**config.mk**
```make
export PLATFORM = sky130hd
export DESIGN_NAME = eq_cfg_ctrl
export DESIGN_NICKNAME = d
export VERILOG_FILES = /design/src/rtl/eq_cfg_pkg.sv /design/src/rtl/eq_commit_fsm.sv /design/src/rtl/eq_cfg_ctrl.sv
export SDC_FILE = /design/constraint.sdc
export NUM_CORES = 1
export LEC_CHECK = 0
export ABC_AREA = 1
export CORE_AREA = 2 2 147 92
export DETAILED_ROUTE_END_ITERATION = 8
export DIE_AREA = 0 0 149 94
export PLACE_DENSITY_LB_ADDON = 0.3
export REMOVE_ABC_BUFFERS = 1
export SLEW_MARGIN = 10
export SYNTH_ARGS = -nofsm -noshare
export SYNTH_HDL_FRONTEND = slang
export SYNTH_SLANG_ARGS = --single-unit
```
**constraint.sdc**
```tcl
create_clock -name clk -period 2 [get_ports clk]
set_clock_uncertainty 0.2 [all_clocks]
set_input_delay 0.2 -clock clk [delete_from_list [all_inputs] [get_ports clk]]
set_output_delay 0.2 -clock clk [all_outputs]
set_load 0.05 [all_outputs]
```
**src/rtl/eq_cfg_pkg.sv**
```systemverilog
// -----------------------------------------------------------------------------
// eq_cfg_pkg
// Shared definitions for the equalizer configuration controller:
//   - register addresses of the CTRL and STATUS registers
//   - bit positions inside CTRL and STATUS
//   - reset gain (1.0 in Q2.6)
//   - commit sequencer state encoding
//   - helper that sizes the band index
// -----------------------------------------------------------------------------
package eq_cfg_pkg;

    localparam logic [7:0] ADDR_CTRL   = 8'h10;
    localparam logic [7:0] ADDR_STATUS = 8'h11;

    localparam int CTRL_COMMIT_BIT = 0;
    localparam int CTRL_BYPASS_BIT = 1;
    localparam int STATUS_BUSY_BIT = 0;
    localparam int STATUS_ERR_BIT  = 1;

    localparam logic [7:0] UNITY_GAIN_Q26 = 8'h40;

    typedef enum logic [1:0] {
        ST_IDLE    = 2'd0,
        ST_PENDING = 2'd1,
        ST_COPY    = 2'd2,
        ST_DONE    = 2'd3
    } commit_state_t;

    // The band index needs clog2(n) bits, but never fewer than one.
    function automatic int band_idx_width(input int n);
        return (n > 1) ? $clog2(n) : 1;
    endfunction

endpackage

```
**src/rtl/eq_commit_fsm.sv**
```systemverilog
// -----------------------------------------------------------------------------
// eq_commit_fsm
// Commit sequencer: waits for a frame boundary after a commit request, then
// walks the band index 0..NUM_BANDS-1 (one band per cycle), then announces the
// new bank for one cycle.
//
// Ports
//   clk, rst_n   : clock, asynchronous active-low reset
//   commit_req   : accepted CTRL write with COMMIT=1 (only honoured in IDLE)
//   sample_tick  : frame-boundary pulse (only honoured in PENDING)
//   state        : current sequencer state (debug visibility)
//   busy         : high in PENDING, COPY and DONE
//   copy_idx     : band being copied this cycle (valid while in COPY)
//   copy_last    : high in the COPY cycle that handles the last band
//   cfg_update   : one-cycle pulse while in DONE
// -----------------------------------------------------------------------------
module eq_commit_fsm
    import eq_cfg_pkg::*;
#(
    parameter int NUM_BANDS = 8,
    parameter int IDX_W     = band_idx_width(NUM_BANDS)
)(
    input  logic             clk,
    input  logic             rst_n,
    input  logic             commit_req,
    input  logic             sample_tick,
    output commit_state_t    state,
    output logic             busy,
    output logic [IDX_W-1:0] copy_idx,
    output logic             copy_last,
    output logic             cfg_update
);

    localparam logic [IDX_W-1:0] LAST_IDX = IDX_W'(NUM_BANDS - 1);

    commit_state_t    state_next;
    logic [IDX_W-1:0] idx_q;
    logic [IDX_W-1:0] idx_next;

    // State register
    always_ff @(posedge clk or negedge rst_n) begin
        if (!rst_n) begin
            state <= ST_IDLE;
            idx_q <= '0;
        end else begin
            state <= state_next;
            idx_q <= idx_next;
        end
    end

    // Next-state logic; the index wraps back to 0 after the last band so it
    // never runs past NUM_BANDS-1.
    always_comb begin
        state_next = state;
        idx_next   = idx_q;
        case (state)
            ST_IDLE: begin
                if (commit_req) state_next = ST_PENDING;
            end
            ST_PENDING: begin
                if (sample_tick) begin
                    state_next = ST_COPY;
                    idx_next   = '0;
                end
            end
            ST_COPY: begin
                if (idx_q == LAST_IDX) begin
                    state_next = ST_DONE;
                    idx_next   = '0;
                end else begin
                    idx_next = idx_q + 1'b1;
                end
            end
            ST_DONE: begin
                state_next = ST_IDLE;
            end
            default: begin
                state_next = ST_IDLE;
                idx_next   = '0;
            end
        endcase
    end

    // Output decode
    always_comb begin
        busy       = (state != ST_IDLE);
        copy_idx   = idx_q;
        copy_last  = (state == ST_COPY) && (idx_q == LAST_IDX);
        cfg_update = (state == ST_DONE);
    end

endmodule

```
**src/rtl/eq_cfg_ctrl.sv**
```systemverilog
// -----------------------------------------------------------------------------
// eq_cfg_ctrl
// Equalizer configuration controller. Holds a shadow gain bank written over
// the register interface and an active gain bank that drives the datapath.
// A commit copies shadow -> active band by band, starting on the frame
// boundary after the commit request, so the datapath never sees a half
// written bank mid-frame.
//
// Build option: define EQ_CFG_READBACK_EN to include the rd_addr/rd_data
// readback path; without it rd_data is tied to 8'h00.
//
// Ports
//   clk, rst_n  : clock, asynchronous active-low reset
//   wr_en       : one-cycle write strobe; wr_addr/wr_data qualify it
//   rd_addr     : readback address; rd_data follows one cycle later
//   sample_tick : frame-boundary pulse
//   gain_bus    : active gains, band 0 in bits [7:0]
//   bypass      : active bypass flag
//   cfg_update  : one-cycle pulse when the active bank has changed
//   busy        : commit in progress
//   err         : sticky error (reserved address, or gain/CTRL write while busy)
//
// Register map: 0x00..NUM_BANDS-1 shadow gains, 0x10 CTRL
// (bit0 COMMIT self-clearing, bit1 BYPASS_SHADOW), 0x11 STATUS
// (bit0 busy, bit1 err; any write clears err). Everything else is reserved.
// -----------------------------------------------------------------------------
module eq_cfg_ctrl
    import eq_cfg_pkg::*;
#(
    parameter int         NUM_BANDS  = 8,
    parameter logic [7:0] UNITY_GAIN = UNITY_GAIN_Q26
)(
    input  logic                   clk,
    input  logic                   rst_n,
    input  logic                   wr_en,
    input  logic [7:0]             wr_addr,
    input  logic [7:0]             wr_data,
    input  logic [7:0]             rd_addr,
    output logic [7:0]             rd_data,
    input  logic                   sample_tick,
    output logic [NUM_BANDS*8-1:0] gain_bus,
    output logic                   bypass,
    output logic                   cfg_update,
    output logic                   busy,
    output logic                   err
);

    localparam int         IDX_W      = band_idx_width(NUM_BANDS);
    localparam logic [7:0] BAND_LIMIT = 8'(NUM_BANDS);

    logic [7:0]       shadow_gain [NUM_BANDS];
    logic [7:0]       active_gain [NUM_BANDS];
    logic             bypass_shadow;

    commit_state_t    fsm_state;
    logic [IDX_W-1:0] copy_idx;
    logic             copy_last;
    logic             copy_en;

    logic             hit_gain, hit_ctrl, hit_status, hit_reserved;
    logic             wr_gain, wr_ctrl, wr_drop, commit_req;
    logic [IDX_W-1:0] wr_idx;

    // Write decode. Gain and CTRL writes are locked out for the whole commit
    // so the bank being copied cannot change underneath the sequencer.
    assign hit_gain     = (wr_addr < BAND_LIMIT);
    assign hit_ctrl     = (wr_addr == ADDR_CTRL);
    assign hit_status   = (wr_addr == ADDR_STATUS);
    assign hit_reserved = !(hit_gain || hit_ctrl || hit_status);
    assign wr_gain      = wr_en && hit_gain && !busy;
    assign wr_ctrl      = wr_en && hit_ctrl && !busy;
    assign wr_drop      = wr_en && (hit_reserved || (busy && (hit_gain || hit_ctrl)));
    assign commit_req   = wr_ctrl && wr_data[CTRL_COMMIT_BIT];
    assign wr_idx       = wr_addr[IDX_W-1:0];
    assign copy_en      = (fsm_state == ST_COPY);

    eq_commit_fsm #(
        .NUM_BANDS (NUM_BANDS),
        .IDX_W     (IDX_W)
    ) u_commit_fsm (
        .clk         (clk),
        .rst_n       (rst_n),
        .commit_req  (commit_req),
        .sample_tick (sample_tick),
        .state       (fsm_state),
        .busy        (busy),
        .copy_idx    (copy_idx),
        .copy_last   (copy_last),
        .cfg_update  (cfg_update)
    );

    // Shadow bank
    always_ff @(posedge clk or negedge rst_n) begin
        if (!rst_n) begin
            for (int i = 0; i < NUM_BANDS; i++) shadow_gain[i] <= UNITY_GAIN;
        end else if (wr_gain) begin
            shadow_gain[wr_idx] <= wr_data;
        end
    end

    // Active bank: one band per COPY cycle
    always_ff @(posedge clk or negedge rst_n) begin
        if (!rst_n) begin
            for (int i = 0; i < NUM_BANDS; i++) active_gain[i] <= UNITY_GAIN;
        end else if (copy_en) begin
            active_gain[copy_idx] <= shadow_gain[copy_idx];
        end
    end

    // CTRL, active bypass and sticky error. Bypass is loaded on the edge that
    // enters DONE so it becomes visible in the same cycle as cfg_update and
    // the last copied band.
    always_ff @(posedge clk or negedge rst_n) begin
        if (!rst_n) begin
            bypass_shadow <= 1'b0;
            bypass        <= 1'b0;
            err           <= 1'b0;
        end else begin
            if (wr_ctrl)   bypass_shadow <= wr_data[CTRL_BYPASS_BIT];
            if (copy_last) bypass        <= bypass_shadow;
            if (wr_drop)                      err <= 1'b1;
            else if (wr_en && hit_status)     err <= 1'b0;
        end
    end

    for (genvar b = 0; b < NUM_BANDS; b++) begin : g_gain_bus
        assign gain_bus[b*8 +: 8] = active_gain[b];
    end

`ifdef EQ_CFG_READBACK_EN
    logic [7:0] rd_mux;

    // COMMIT is self-clearing, so CTRL reads back with bit0 always 0.
    always_comb begin
        rd_mux = 8'h00;
        if (rd_addr < BAND_LIMIT) begin
            rd_mux = shadow_gain[rd_addr[IDX_W-1:0]];
        end else if (rd_addr == ADDR_CTRL) begin
            rd_mux[CTRL_BYPASS_BIT] = bypass_shadow;
        end else if (rd_addr == ADDR_STATUS) begin
            rd_mux[STATUS_BUSY_BIT] = busy;
            rd_mux[STATUS_ERR_BIT]  = err;
        end
    end

    always_ff @(posedge clk or negedge rst_n) begin
        if (!rst_n) rd_data <= 8'h00;
        else        rd_data <= rd_mux;
    end
`else
    logic unused_rd_addr;
    assign unused_rd_addr = ^rd_addr;
    assign rd_data        = 8'h00;
`endif

endmodule

```
==> flow_summary.json <==
{
  "hp-class": "input port to async pin",
  "first_pass_iters": 5,
  "synthAdderAreaFrac_pct": 1.48,
  "setup_viol": 0,
  "crit_start": "gain_bus[13]",
  "via_per_inst": 5.28,
  "synth_top_area_cell": "dfrtp_1",
  "clk_pin_slew_ns": 0.06,
  "die_y_microns": 94,
  "fmax_ghz": 0.504,
  "synth_top_family_by_area": "simple AND/OR/NAND/NOR gates",
  "antenna_found_initial": 0,
  "setup_ws_ns": 0.0177,
  "synth_top_area_share_pct": 50.8,
  "cp-start-kind": "flip-flop",
  "drive_gt1_share_pct": 19.1,
  "syn-cell-area_sq_mm": 0.00592,
  "dp_slack_ns": -0.0840,
  "grt_overflow_total": 0,
  "area_growth_pct": 34.5,
  "routed_wl_mm": 15.8,
  "required_ns": 1.60,
  "grt_usage_pct": 23.7,
  "synth_compound_area_share_pct": 14.6,
  "netlist_top_cells_area": "dfrtp_1 51%, nand2_1 11%, o21ai_0 10%",
  "htree_num_levels": 4,
  "path_cells": "clkdlybuf4s50_1",
  "outcome": "finished clean",
  "drcViolationCount": 0,
  "grt_max_degree": 71,
  "nFillCells": 1013,
  "ir_worst_vdd_mv": 0.718,
  "ff_latch_area_sq_mm": 0.00342,
  "pwr-share-seq_pct": 31.8,
  "cp-end-kind": "primary output",
  "slowest_delay_ns": 0.81,
  "tightest_slew_ns": 0.538,
  "yosysWarnings": 0,
  "cts_root_buf": "clkbuf_16",
  "relSlewSlack_pct": 64.1,
  "synthMuxAreaShare_pct": 0,
  "clock-sinks": 136,
  "r2r-start": "u_commit_fsm.copy_idx[1]",
  "cts_buffer_depth": 2,
  "synthCells": 650,
  "pwr-share-clk_pct": 27.9,
  "post_drt_wl_per_cell_microns": 16.5,
  "gp_congestion": 0.846,
  "p_sw_w": 0.00456,
  "clkLatencyLatePin_ns": 0.41,
  "die_w_microns": 149,
  "switching_share_pct": 40.8,
  "rows": 32,
  "rsz0062_at_grt": "false",
  "critPathKind": "flip-flop to primary output",
  "ant_nets": 0,
  "slew_viol_final": 0,
  "hpwl_mm": 10.7,
  "cap_violations": 0,
  "fin_crit_sh_pct": 99.1,
  "grt_pass1_wl_mm": 25.2,
  "first_global_vias": 4932,
  "critical_path.max_fanout": 2,
  "start_util_pct": 47.1,
  "fin_crit_ns": 1.98,
  "nNetsFinal": 808,
  "dp_cells": 916,
  "synth_seq_cells": 136,
  "cp_top_family": "buffers and inverters",
  "synthXorXnorAreaFrac_pct": 0,
  "synth.distinct_cells": 28,
  "synthSimpleGateAreaFrac_pct": 20.8,
  "ys_seq_area_share_pct": 57.9,
  "worst-path-buf-inv": 1,
  "syn_avg_cell_area_sq_um": 9.10,
  "hold_violations": 0,
  "tritoncts": "built",
  "io_pins": 104,
  "io_buffers": 87,
  "slowest_stage": "clkdlybuf4s50_1",
  "multi_input_area_sq_mm": 0.00229,
  "p_int_w": 0.00662,
  "arrival_ns": 1.58,
  "numCtsBuffers": 17,
  "drt_iter0_drc": 397,
  "core_sq_mm": 0.0126,
  "combPwrFrac_pct": 40.3,
  "die_area_sq_mm": 0.0140,
  "leakage_nw": 4.28,
  "vias": 5047,
  "antennaDiodeCount": 0,
  "p_per_area_mw_per_mm2": 1400,
  "fin_cells": 955
}
cell families (layout without fill, tap and decap cells):
logic type / Yosys count / in the layout
adders and majority gates: 7 / 7
DFF: 136 / 136
and+or+nand+nor: 278 / 280
AOI/OAI and AO/OA: 161 / 161
buffers and inverters: 67 / 193
other: 1 / 8
cell usage in the layout, fill, tap and decap left out, types with 2 or more instances in the layout:
cell type / synthesis / layout
dlygate4sd2_1: 0 / 12
nand2_4: 0 / 2
nand4_4: 4 / 5
buf_4: 8 / 41
clkdlybuf4s50_1: 0 / 28
inv_2: 2 / 8
a31oi_1: 2 / 2
nor2_2: 8 / 8
inv_1: 35 / 29
nor2_1: 54 / 50
o21ai_1: 19 / 20
o211ai_1: 10 / 10
nand3_2: 3 / 3
buf_12: 0 / 8
nor2_4: 0 / 5
nand4_1: 2 / 2
ha_1: 7 / 6
nand2_2: 2 / 2
conb_1: 1 / 8
clkbuf_8: 0 / 3
o21ai_2: 8 / 8
or2_2: 11 / 11
o21ai_0: 118 / 117
dfrtp_1: 120 / 119
clkinvlp_4: 0 / 3
inv_6: 0 / 2
bufinv_16: 0 / 2
dlymetal6s2s_1: 0 / 35
nand3_1: 15 / 15
dfstp_2: 16 / 16
nand2_1: 176 / 174
clkbuf_16: 0 / 17
a21oi_1: 4 / 4
clkinv_2: 0 / 2
flip-flops by register name (all words and copies together), names as in the netlist:
register / cells
bypass: 1
bypass_shadow: 1
err: 1
gain_bus: 64
shadow_gain: 64
u_commit_fsm.copy_idx: 3
u_commit_fsm.state: 2
layout make-up:
type | instances | area share (%)
flip-flops and latches | 136 | 43.0
multi-input cells | 456 | 28.8
repair buffers | 125 | 16.3
clock buffers | 21 | 5.91
well taps | 170 | 2.67
inverters | 37 | 1.75
clock inverters | 10 | 1.49
cells in the mapped netlist, drive strengths merged:
master and number:
inv 37, o21ai 145, conb 1, buf 19
nand3 18, ha 7, dfrtp 120, a21oi 4
o211ai 10, dfstp 16, a31oi 2, clkbuf 11
or2 12, nand4 6, nor2 63, nand2 178
nand3b 1
worst paths after layout:
kind	endpoint	slack [ns]	cells past startpoint
setup / recovery	gain_bus[13]	0.02	1
hold / removal	shadow_gain[3]	0.01	2
setup reg to reg	gain_bus[29]	0.11	7
hold reg to reg	gain_bus[6]	0.28	2
max in group asynchronous	shadow_gain[46]	0.88	3
min in group clk	gain_bus[6]	0.28	2
routing by layer:
| metal | share of wire [%] | vias up | global-route usage, % | wire [microns] |
|---|---|---|---|---|
| li1 | - | 2364 | - | - |
| met1 | 46 | 2463 | 34.2 | 7300 |
| met2 | 45 | 196 | 36.0 | 7060 |
| met3 | 7.5 | 24 | 4.85 | 1180 |
| met4 | 1.3 | 0 | 7.94 | 208 |
| met5 | 0 | - | 0 | 0 |
what timing repair did:
item,4_1_cts,5_1_grt
pin swaps,5,2
gates resized for setup,16,53
buffers inserted,5,0
setup endpoints to repair,67,148
endpoints found under the hold margin,123,0
hold buffers,1,0
cloned,1,1
power groups by stage:
stage / Clock, W / Combinational, W / Sequential (W)
after global routing: 0.00328 / 0.00482 / 0.00361
final: 0.00312 / 0.00451 / 0.00355
after global placement: 0 / 0.00435 / 0.00357
after CTS: 0.00315 / 0.00443 / 0.00355
after floorplan: 0 / 0.00138 / 0.00480
after detailed placement: 0 / 0.00442 / 0.00359
per-stage QoR:
| step | power (W) | TNS [ns] | utilization [%] | cell area (sq um) | hold slack (ns) |
|---|---|---|---|---|---|
| floorplan | 0.00618 | -7.10 | - | 5770 | -0.296 |
| detailed placement | 0.00801 | -1.62 | 56.8 | 7140 | -0.0878 |
| global placement | 0.00793 | 0 | 56.8 | 7140 | -0.0927 |
| global route | 0.0117 | 0 | 63.3 | 7960 | 0.0549 |
| finish | 0.0112 | 0 | 63.3 | 7960 | 0.0115 |
| CTS | 0.0111 | 0 | 62.2 | 7820 | 0.0174 |
Note: power is estimated with default switching activity, not from simulation.
